### src/rtl/ram_dq_clr.sv
// ram_dq_clr: single-clock synchronous RAM with a registered read port,
// a one-cycle read valid strobe and a built-in clear engine that fills
// every word with CLEAR_VALUE after reset or on a clear request.
//
// Optional feature macro: RAM_BYPASS_EN
//   defined   -> same-cycle write+read returns the new write data (write-through)
//   undefined -> same-cycle write+read returns the old stored word (read-first)
//
// Handshake: a read is accepted on an edge where re=1, clear=0 and the
// engine is not busy; q and q_valid then update on that same edge and
// q_valid is high for exactly the following cycle. Accesses presented while
// busy=1 or clear=1 are dropped, never queued.
module ram_dq_clr #(
   parameter int               WIDTH       = 16,
   parameter int               AW          = 6,
   parameter logic [WIDTH-1:0] CLEAR_VALUE = {WIDTH{1'b0}}
) (
   input  logic             clock,
   input  logic             reset,
   input  logic             clear,
   input  logic             we,
   input  logic             re,
   input  logic [AW-1:0]    address,
   input  logic [WIDTH-1:0] data,
   output logic [WIDTH-1:0] q,
   output logic             q_valid,
   output logic             busy
);

   localparam int DEPTH = 1 << AW;

   typedef enum logic {
      CLEAR = 1'b0,
      READY = 1'b1
   } state_t;

   state_t           state;
   logic [AW-1:0]    count;
   logic [WIDTH-1:0] mem [DEPTH];

   logic             wr_en;
   logic [AW-1:0]    wr_addr;
   logic [WIDTH-1:0] wr_data;
   logic [WIDTH-1:0] rd_word;

   // Write port select: clear engine owns the array while clearing,
   // a clear request blocks all writes, otherwise the user port writes.
   always_comb begin
      wr_en   = 1'b0;
      wr_addr = address;
      wr_data = data;
      if (!clear) begin
         if (state == CLEAR) begin
            wr_en   = 1'b1;
            wr_addr = count;
            wr_data = CLEAR_VALUE;
         end else if (we) begin
            wr_en = 1'b1;
         end
      end
   end

   // Read word selection; with forwarding, a same-cycle write wins
   // (address is shared, so a simultaneous write always collides).
   always_comb begin
`ifdef RAM_BYPASS_EN
      rd_word = we ? data : mem[address];
`else
      rd_word = mem[address];
`endif
   end

   // Memory array: no reset, contents defined only by the clear engine and writes.
   always_ff @(posedge clock) begin
      if (wr_en) begin
         mem[wr_addr] <= wr_data;
      end
   end

   // Control FSM, clear counter and registered read outputs.
   always_ff @(posedge clock or posedge reset) begin
      if (reset) begin
         state   <= CLEAR;
         count   <= '0;
         q       <= '0;
         q_valid <= 1'b0;
         busy    <= 1'b1;
      end else if (clear) begin
         state   <= CLEAR;
         count   <= '0;
         q_valid <= 1'b0;
         busy    <= 1'b1;
      end else begin
         case (state)
            CLEAR: begin
               q_valid <= 1'b0;
               count   <= count + 1'b1;
               if (&count) begin
                  state <= READY;
                  busy  <= 1'b0;
               end
            end
            READY: begin
               if (re) begin
                  q       <= rd_word;
                  q_valid <= 1'b1;
               end else begin
                  q_valid <= 1'b0;
               end
            end
            default: begin
               state   <= CLEAR;
               count   <= '0;
               q_valid <= 1'b0;
               busy    <= 1'b1;
            end
         endcase
      end
   end

endmodule

### config.mk
export PLATFORM = sky130hd
export DESIGN_NAME = ram_dq_clr
export DESIGN_NICKNAME = d
export VERILOG_FILES = /design/src/rtl/ram_dq_clr.sv
export SDC_FILE = /design/constraint.sdc
export NUM_CORES = 1
export LEC_CHECK = 0
export CORE_ASPECT_RATIO = 0.9
export CORE_UTILIZATION = 45
export DETAILED_ROUTE_END_ITERATION = 10
export MAX_ROUTING_LAYER = met4
export PLACE_DENSITY = 0.63
export SLEW_MARGIN = 20
export SYNTH_ARGS = -nofsm -noshare
export SYNTH_HDL_FRONTEND = slang
export SYNTH_SLANG_ARGS = --single-unit
### constraint.sdc
create_clock -name clock -period 4.41 [get_ports clock]
set_input_delay 1.323 -clock clock [delete_from_list [all_inputs] [get_ports clock]]
set_output_delay 1.323 -clock clock [all_outputs]
set_load 0.03 [all_outputs]
==> Word-level counts from Yosys, hierarchy flattened <==
Memories as Yosys holds them, arrays and structs flattened. A register that Yosys moved wholly into a read port is not among the register bits.
Cells that the tools add are included.
{ "classes": {"add_sub_neg": 1, "n_eq_ne": 1, "muxes": 20, "n_bitwise": 2, "n_reduce_logical": 4} }
{ "ops": {"columns": ["cell", "count"], "rows": [
  ["2-to-1 mux 16 bit", 2],
  ["2-to-1 mux 6 bit", 4],
  ["2-to-1 mux 1 bit", 13],
  ["adder 6 x 1 -> 6 bit, second input constant", 1],
  ["AND reduction 6 bit", 1],
  ["AND reduction 3 bit", 1],
  ["!= test 2 bit, second input constant", 1],
  ["inverter 1 bit", 2],
  ["case mux 1 bit (2 select lines)", 1],
  ["AND reduction 2 bit", 1],
  ["nonzero test 2 bit", 1]
]} }
{ "word_totals": {"regBits": 9, "ram_bits": 1024, "input_bits": 27, "out_inout_bits": 18, "elab_cells": 33, "n_memories": 1} }
{ "mem_list": {"columns": ["memory", "depth", "word_bits", "read_ports", "rd_clocked_by_memory_dff", "write_ports", "line", "source"], "rows": [
  ["mem", 64, 16, 1, 1, 1, "39", "logic [WIDTH-1:0] mem [DEPTH];"]
]} }

==> Longest topological paths before layout <==
Gate-level depths: netlist of run 1.
{ "depth": {"depth_word": 5, "mapped_depth": 10, "depth_no_buf": 6} }

==> Worst setup path after synthesis of run 1 <==
No wires, ideal clock.
{ "synth_timing": {"path_type": "input to register", "from": "in clear", "to": "mem mem[0][10] (data pin)", "setup_time_ps": 514, "t_arrival_ps": 3459, "required_time_ps": 3896, "slack_ps": 437, "path_stages": 4, "n_path_buf": 2, "path_cell_list": "nor2_1 > clkbuf_1 > clkbuf_1 > nor2b_1"} }
{ "synth_between": {"elab_chain_cells": 1} }
{ "synth_lines": {"columns": ["item", "line", "source"], "rows": [
  ["start, declared", "20", "input logic clear,"],
  ["2-to-1 mux 16 bit", "52", "if (!clear) begin"],
  ["named net wr_data[10]", "43", "logic [WIDTH-1:0] wr_data;"],
  ["end, declared", "39", null]
]} }
The timed path passes the listed nets, and every way through them passes these cells.

==> Worst setup path in the final report of run 1 <==
{ "layout_timing": {"from": "in clear", "to": "reg q[3], read port of mem"} }
{ "layout_between": {"elab_chain_cells": 2} }
{ "layout_lines": {"columns": ["item", "line", "source"], "rows": [
  ["inverter 1 bit (no source line)", null, null],
  ["AND reduction 3 bit (no source line)", null, null],
  ["end, declared", "25", "output logic [WIDTH-1:0] q,"]
]} }
Every way passes these cells.
A chain may end at the register's enable or synchronous reset.

==> results of run 1 <==
[stage by stage]
step / cells / instance area (sq um) / util (%) / total power (uW)
4_1_cts: 3413 / 46700 / 52.1 / 20600
3_3_place_gp: 3226 / 43400 / 48.5 / 12300
6_report: 3414 / 46700 / 52.1 / 20500
2_1_floorplan: 1991 / 40800 / - / 11900
5_1_grt: 3414 / 46700 / 52.1 / 21100
3_5_place_dp: 3228 / 43500 / 48.6 / 12400
[layer usage]
layer | up-vias | track usage (%) | part of all wire (%)
met5 | - | - | 0
met4 | 0 | 4.64 | 1.8
met3 | 140 | 4.27 | 8.3
met2 | 834 | 32.7 | 46
met1 | 10700 | 32.2 | 44
li1 | 8648 | - | -
[path summary, 6_finish.rpt]
kind,to,slack [ns]
setup / recovery,q[3],0.79
hold / removal,busy,0.56
setup reg to reg,q[3],1.74
hold reg to reg,busy,0.56
max in group asynchronous,busy,2.99
min in group asynchronous,q[0],1.08
[report_power, final]
group          switching (uW)  internal (uW)
Sequential               34.7          11000
Clock                    3560           4790
Combinational             719            415
[layout make-up]
cell class                      instances  share of cell area (%)
Antenna cell                            1                 0.00536
Clock buffer                          126                    5.89
Clock inverter                         59                   0.947
Inverter                                2                  0.0161
Multi-Input combinational cell        824                    19.2
Sequential cell                      1049                    67.2
Tap cell                             1166                    3.13
Timing Repair Buffer                  187                    3.61
[sequential cells by signal (all words and copies together) (netlist names)]
| register | count |
|---|---|
| state | 1 |
| q | 16 |
| busy | 1 |
| q_valid | 1 |
| count | 6 |
| mem | 1024 |
[logic make-up after synthesis]
family / after synthesis
AO/OA/AOI/OAI: 239
adder cells (fa/ha/maj): 1
XOR/XNOR: 3
flip-flops: 1049
multiplexers: 403
AND/OR/NAND/NOR: 178
buffers and inverters: 118
[layout by cell type, fill, tap and decap left out, drive strengths merged, types with 17 or more instances in the layout]
cell           instances
a22oi                 80
mux2                  17
clkbuf               126
mux2i                226
clkinv                49
a211oi                32
buf                  146
nor2b                 36
edfxtp              1024
nor2                  76
nand2                 29
clkdlybuf4s50         41
dfrtp                 24
o21ai                 23
nand3                 20
mux4                 160
==> results.ini, run 1 <==
[run_status]
status=completed

[floorplan]
io_pins=45
floorplan.rows=104
die_height_um=288
fp.dieArea_sq_um=91800
initial_core_util_pct=45.5
design.core.area_sq_um=89500
x_dimension_of_the_die_um=319

[place]
gp_routability_congestion=0.857
detailed_place_hpwl_mm=57.9
port_buffers=44
placement.setup.worst_slack_ns=0.114

[synthesis]
synth.mux.area_fraction_pct=15.1
yosys.area_share.adder_pct=0.0307
postSynthNetCount=2019
synth-edff-count=1024
synth_seq_area_share_pct=77.0
synth.ff_latch_count=1049
synth_xor_xnor_area_share_pct=0.0645
async_sr_flop_fraction_pct=2.38
netlist_instances=1991
synth.distinct_cells=40
synth_top_family_by_area=multiplexers
postSynthAreaPerCell_sq_um=20.5
syn_area_sq_um=40800
synth_top_area_share_pct=75.4
synth_top_cells_by_count=edfxtp_1, mux2i_1, mux4_2
synth.yosys.warnings=0
yosys-top-cells-area=edfxtp_1, mux4_2, mux2i_1, mux4_1, a22oi_1
synth_top_cell_by_area=edfxtp_1
ys_dominant_reg_cell=edfxtp_1
synth_compound_area_share_pct=4.33
synth_most_common_cell=edfxtp_1
synth_simple_gate_area_share_pct=2.04

[cts]
tritoncts=built
cts.path.max_buffers=3
cts_buffers=103
cts.repair_timing.setup_buffer_count=0
number_of_buffers_inserted_for_hold_repair_after_clock_tree_synthesis=0
post_cts.resized_instances=0
insertion_delay_ns=0.66
clock_transition_at_path_regs_ns=0.06
cts_root_buffer=clkbuf_16
htree_levels=3
clock-sinks=1049

[global_routing]
grt_first_pass_wirelength_mm=142
grt.total_usage_pct=22.1
grt.overflow.total=0
largest_net_degree_at_the_start_of_global_routing=73
first_global_vias=20200
grt_antenna_before_repair=2

[finish]
number_of_nets_at_the_end_of_the_flow=2195
drive_gt1_share_pct=20.5
final.fill_count=6938
layout-area-overhead-vs-synth_pct=14.5
register_area_sq_um=31400
multi_input_area_sq_um=8940

[drt]
route.detailed.wl_per_inst_um=28.7
route.detailed.drc=0
total_wirelength_mm=98.1
ant_nets=0
avgViaCountPerCell=5.95
drt_first_pass_iters=5
dr_total_vias=20300
drt-initial-drc-count=2147

[sta]
finalSetupViolations=0
timing.final.crit_period_ns=3.62
timing.final.ws_setup_ns=0.787
max_slew.worst_pin.slew_ns=1.32
unrepaired_setup_endpoints_after_global_routing=false
finClkSkew_ns=0.0244
final.period_utilization_pct=82.2
fin_setup_tns_ns=0
clock.fmax_ghz=0.276
finalMaxSlewViolations=0
hold_violations=0
slew_headroom_pct=9.53
timing.hold.ws_ns=0.559

[worst_setup_path]
timing.critical_path.to_type=register
cpPeakStageDelay_ns=0.77
cp_slowest_cell=a211oi_1
cp.required_ns=5.00
worst_path_dominant_cell_family=buffers and inverters
r2r_cells=7
cp_common_cell=buf_4
critical_path.startpoint_type=input port
critical_path_buf_inv_count=4
crit_path_max_fo=18
r2r-start=state
crit_arrival_ns=4.21
critPathLaunch=clear
setup.worst_path.class=in2reg
crit_path_cell_trace=clkdlybuf4s50_1 > buf_4 > or2_2 > inv_1 > nand2_1 > buf_4 > a211oi_1 > a221o_1
critical_path_depth=8

[hold_path]
hold_depth=1
worstHoldStart=busy
hold_class=reg2reg

[flow_run]
drv_cap=0

[pwr]
cellLeakagePower_uw=0.0155
power.density_nw_per_um2=440
vdd_drop_max_uv=313

Power figures use the tool's default switching activity.
==> run 2: changes to the inputs <==
- PLACE_DENSITY: 0.63 -> 0.66
- clock period: 4.41 -> 3.3 ns (I/O delays scaled with it)
==> run 2 against run 1 <==
Net effect: die area unchanged; largest power group unchanged; highest routed layer unchanged; total power grew 37%; combinational power is 51% higher.
==> results.ini, run 2 (synthesis gave the netlist of run 1 again) <==
[run_status]
status=completed

[floorplan]
fp.dieArea_sq_um=91800  ; unchanged
io_pins=45  ; unchanged
x_dimension_of_the_die_um=319  ; unchanged
die_height_um=288  ; unchanged
floorplan.rows=104  ; unchanged
initial_core_util_pct=45.5  ; unchanged
design.core.area_sq_um=89500  ; unchanged

[sta]
max_slew.worst_pin.slew_ns=1.06  ; -0.263 ns
finalSetupViolations=0  ; unchanged
final.period_utilization_pct=88.3
finalMaxSlewViolations=0  ; unchanged
unrepaired_setup_endpoints_after_global_routing=false
slew_headroom_pct=27.5  ; +18 points
clock.fmax_ghz=0.343
timing.final.crit_period_ns=2.91
hold_violations=0  ; unchanged
fin_setup_tns_ns=0  ; unchanged
finClkSkew_ns=0.0335  ; +0.00914 ns

[global_routing]
grt.overflow.total=0  ; unchanged
first_global_vias=20700  ; +2.3%
grt_antenna_before_repair=7  ; +5
grt_first_pass_wirelength_mm=141  ; -0.34%
largest_net_degree_at_the_start_of_global_routing=65  ; -11%
grt.total_usage_pct=21.9  ; -0.18 points

[worst_setup_path]
timing.critical_path.to_type=primary output
cp_slowest_cell=clkdlybuf4s50_1
cpPeakStageDelay_ns=0.69  ; -0.08 ns
crit_path_max_fo=2  ; -16
worst_path_dominant_cell_family=buffers and inverters
cp.required_ns=2.31  ; -2.69 ns
crit_arrival_ns=1.92  ; -2.29 ns
crit_path_cell_trace=clkdlybuf4s50_1
critical_path_buf_inv_count=1  ; -3
r2r-start=state
critPathLaunch=busy
critical_path.startpoint_type=register
setup.worst_path.class=reg2out

[hold_path]
worstHoldStart=busy
hold_class=reg2reg

[place]
port_buffers=44  ; unchanged
detailed_place_hpwl_mm=59.9  ; +3.4%
placed_cell_area_sq_um=45300  ; +4.2%
gp_routability_congestion=0.871  ; +1.6%

[pwr]
cellLeakagePower_uw=0.0164  ; +5.5%
vdd_drop_max_uv=419  ; +34%
power.density_nw_per_um2=579  ; +32%

[cts]
tritoncts=built
cts_root_buffer=clkbuf_16
htree_levels=3  ; unchanged
clock_transition_at_path_regs_ns=0.06  ; about the same
insertion_delay_ns=0.67  ; about the same
cts_buffers=103  ; unchanged
cts.repair_timing.setup_buffer_count=0  ; unchanged
post_cts.resized_instances=0  ; unchanged
clock-sinks=1049  ; unchanged
cts.path.max_buffers=3  ; unchanged
number_of_buffers_inserted_for_hold_repair_after_clock_tree_synthesis=0  ; unchanged

[finish]
largest_registers=mem x1024, q x16, count x6
largest-register=mem
number_of_nets_at_the_end_of_the_flow=2294  ; +4.5%
flip_flop_count_of_the_largest_register_after_layout=1024  ; unchanged
final_cell_mix=edfxtp_1, mux2i_1, buf_4
drive_gt1_share_pct=24.2  ; +3.7 points
post-route-cell-area_sq_um=48700  ; +4.4%
layout-area-overhead-vs-synth_pct=19.5
mostFrequentLayoutCell=edfxtp_1

[drt]
route.detailed.drc=0  ; unchanged
drt_first_pass_iters=5  ; unchanged
ant_nets=0  ; unchanged
avgViaCountPerCell=5.86  ; -1.5%
dr_total_vias=20600  ; +1.6%
route.detailed.wl_per_inst_um=27.5  ; -4.2%
drt-initial-drc-count=2790  ; +30%
total_wirelength_mm=96.9  ; -1.2%

[flow_run]
drv_cap=0  ; unchanged

-- run 2: routing by layer --
metal | share of wire [%] | track usage, % | vias to the layer above
met5 | 0 | - | -
met1 | 44 | 32.0 | 10800
li1 | - | - | 8876
met4 | 1.7 | 4.68 | 0
met3 | 8.8 | 4.47 | 106
met2 | 46 | 32.1 | 833
-- run 2: worst paths after layout --
| check | to | slack [ns] | depth (start not counted) |
|---|---|---|---|
| max in group asynchronous | busy | 2.27 | 3 |
| max | busy | 0.39 | 1 |
| min reg2reg | busy | 0.55 | 1 |
| max reg2reg | mem[50][2] | 0.99 | 7 |
| min in group asynchronous | q[15] | 0.71 | 3 |
| min | busy | 0.55 | 1 |
-- run 2: per-stage QoR --
stage	std cells	utilization [%]	worst slack [ns]	total power [uW]	hold slack (ns)
final	3521	54.4	0.386	28200	0.553
after global placement	3327	50.6	-0.0738	16700	0.549
after CTS	3520	54.4	0.327	28400	0.562
after global routing	3521	54.4	0.323	28900	0.571
after detailed placement	3327	50.6	-0.142	16700	0.553
after floorplan	1991	-	-0.340	15900	0.534
-- run 2: power by group --
group | switching, uW | leakage, uW | internal, uW | total (uW)
clock network | 4880 | 0.00167 | 6850 | 11700
logic | 1010 | 0.00500 | 699 | 1710
registers | 50.7 | 0.00969 | 14700 | 14700
-- run 2: final cells by class --
cell class,instances,area [sq um]
sequential,1049,31400
clock inverter,64,684
timing repair buffer,286,3490
clock buffer,129,2740
multi-input combinational,824,8940
tap,1166,1460
fill,6696,40800
antenna,1,2.50
inverter,2,7.51
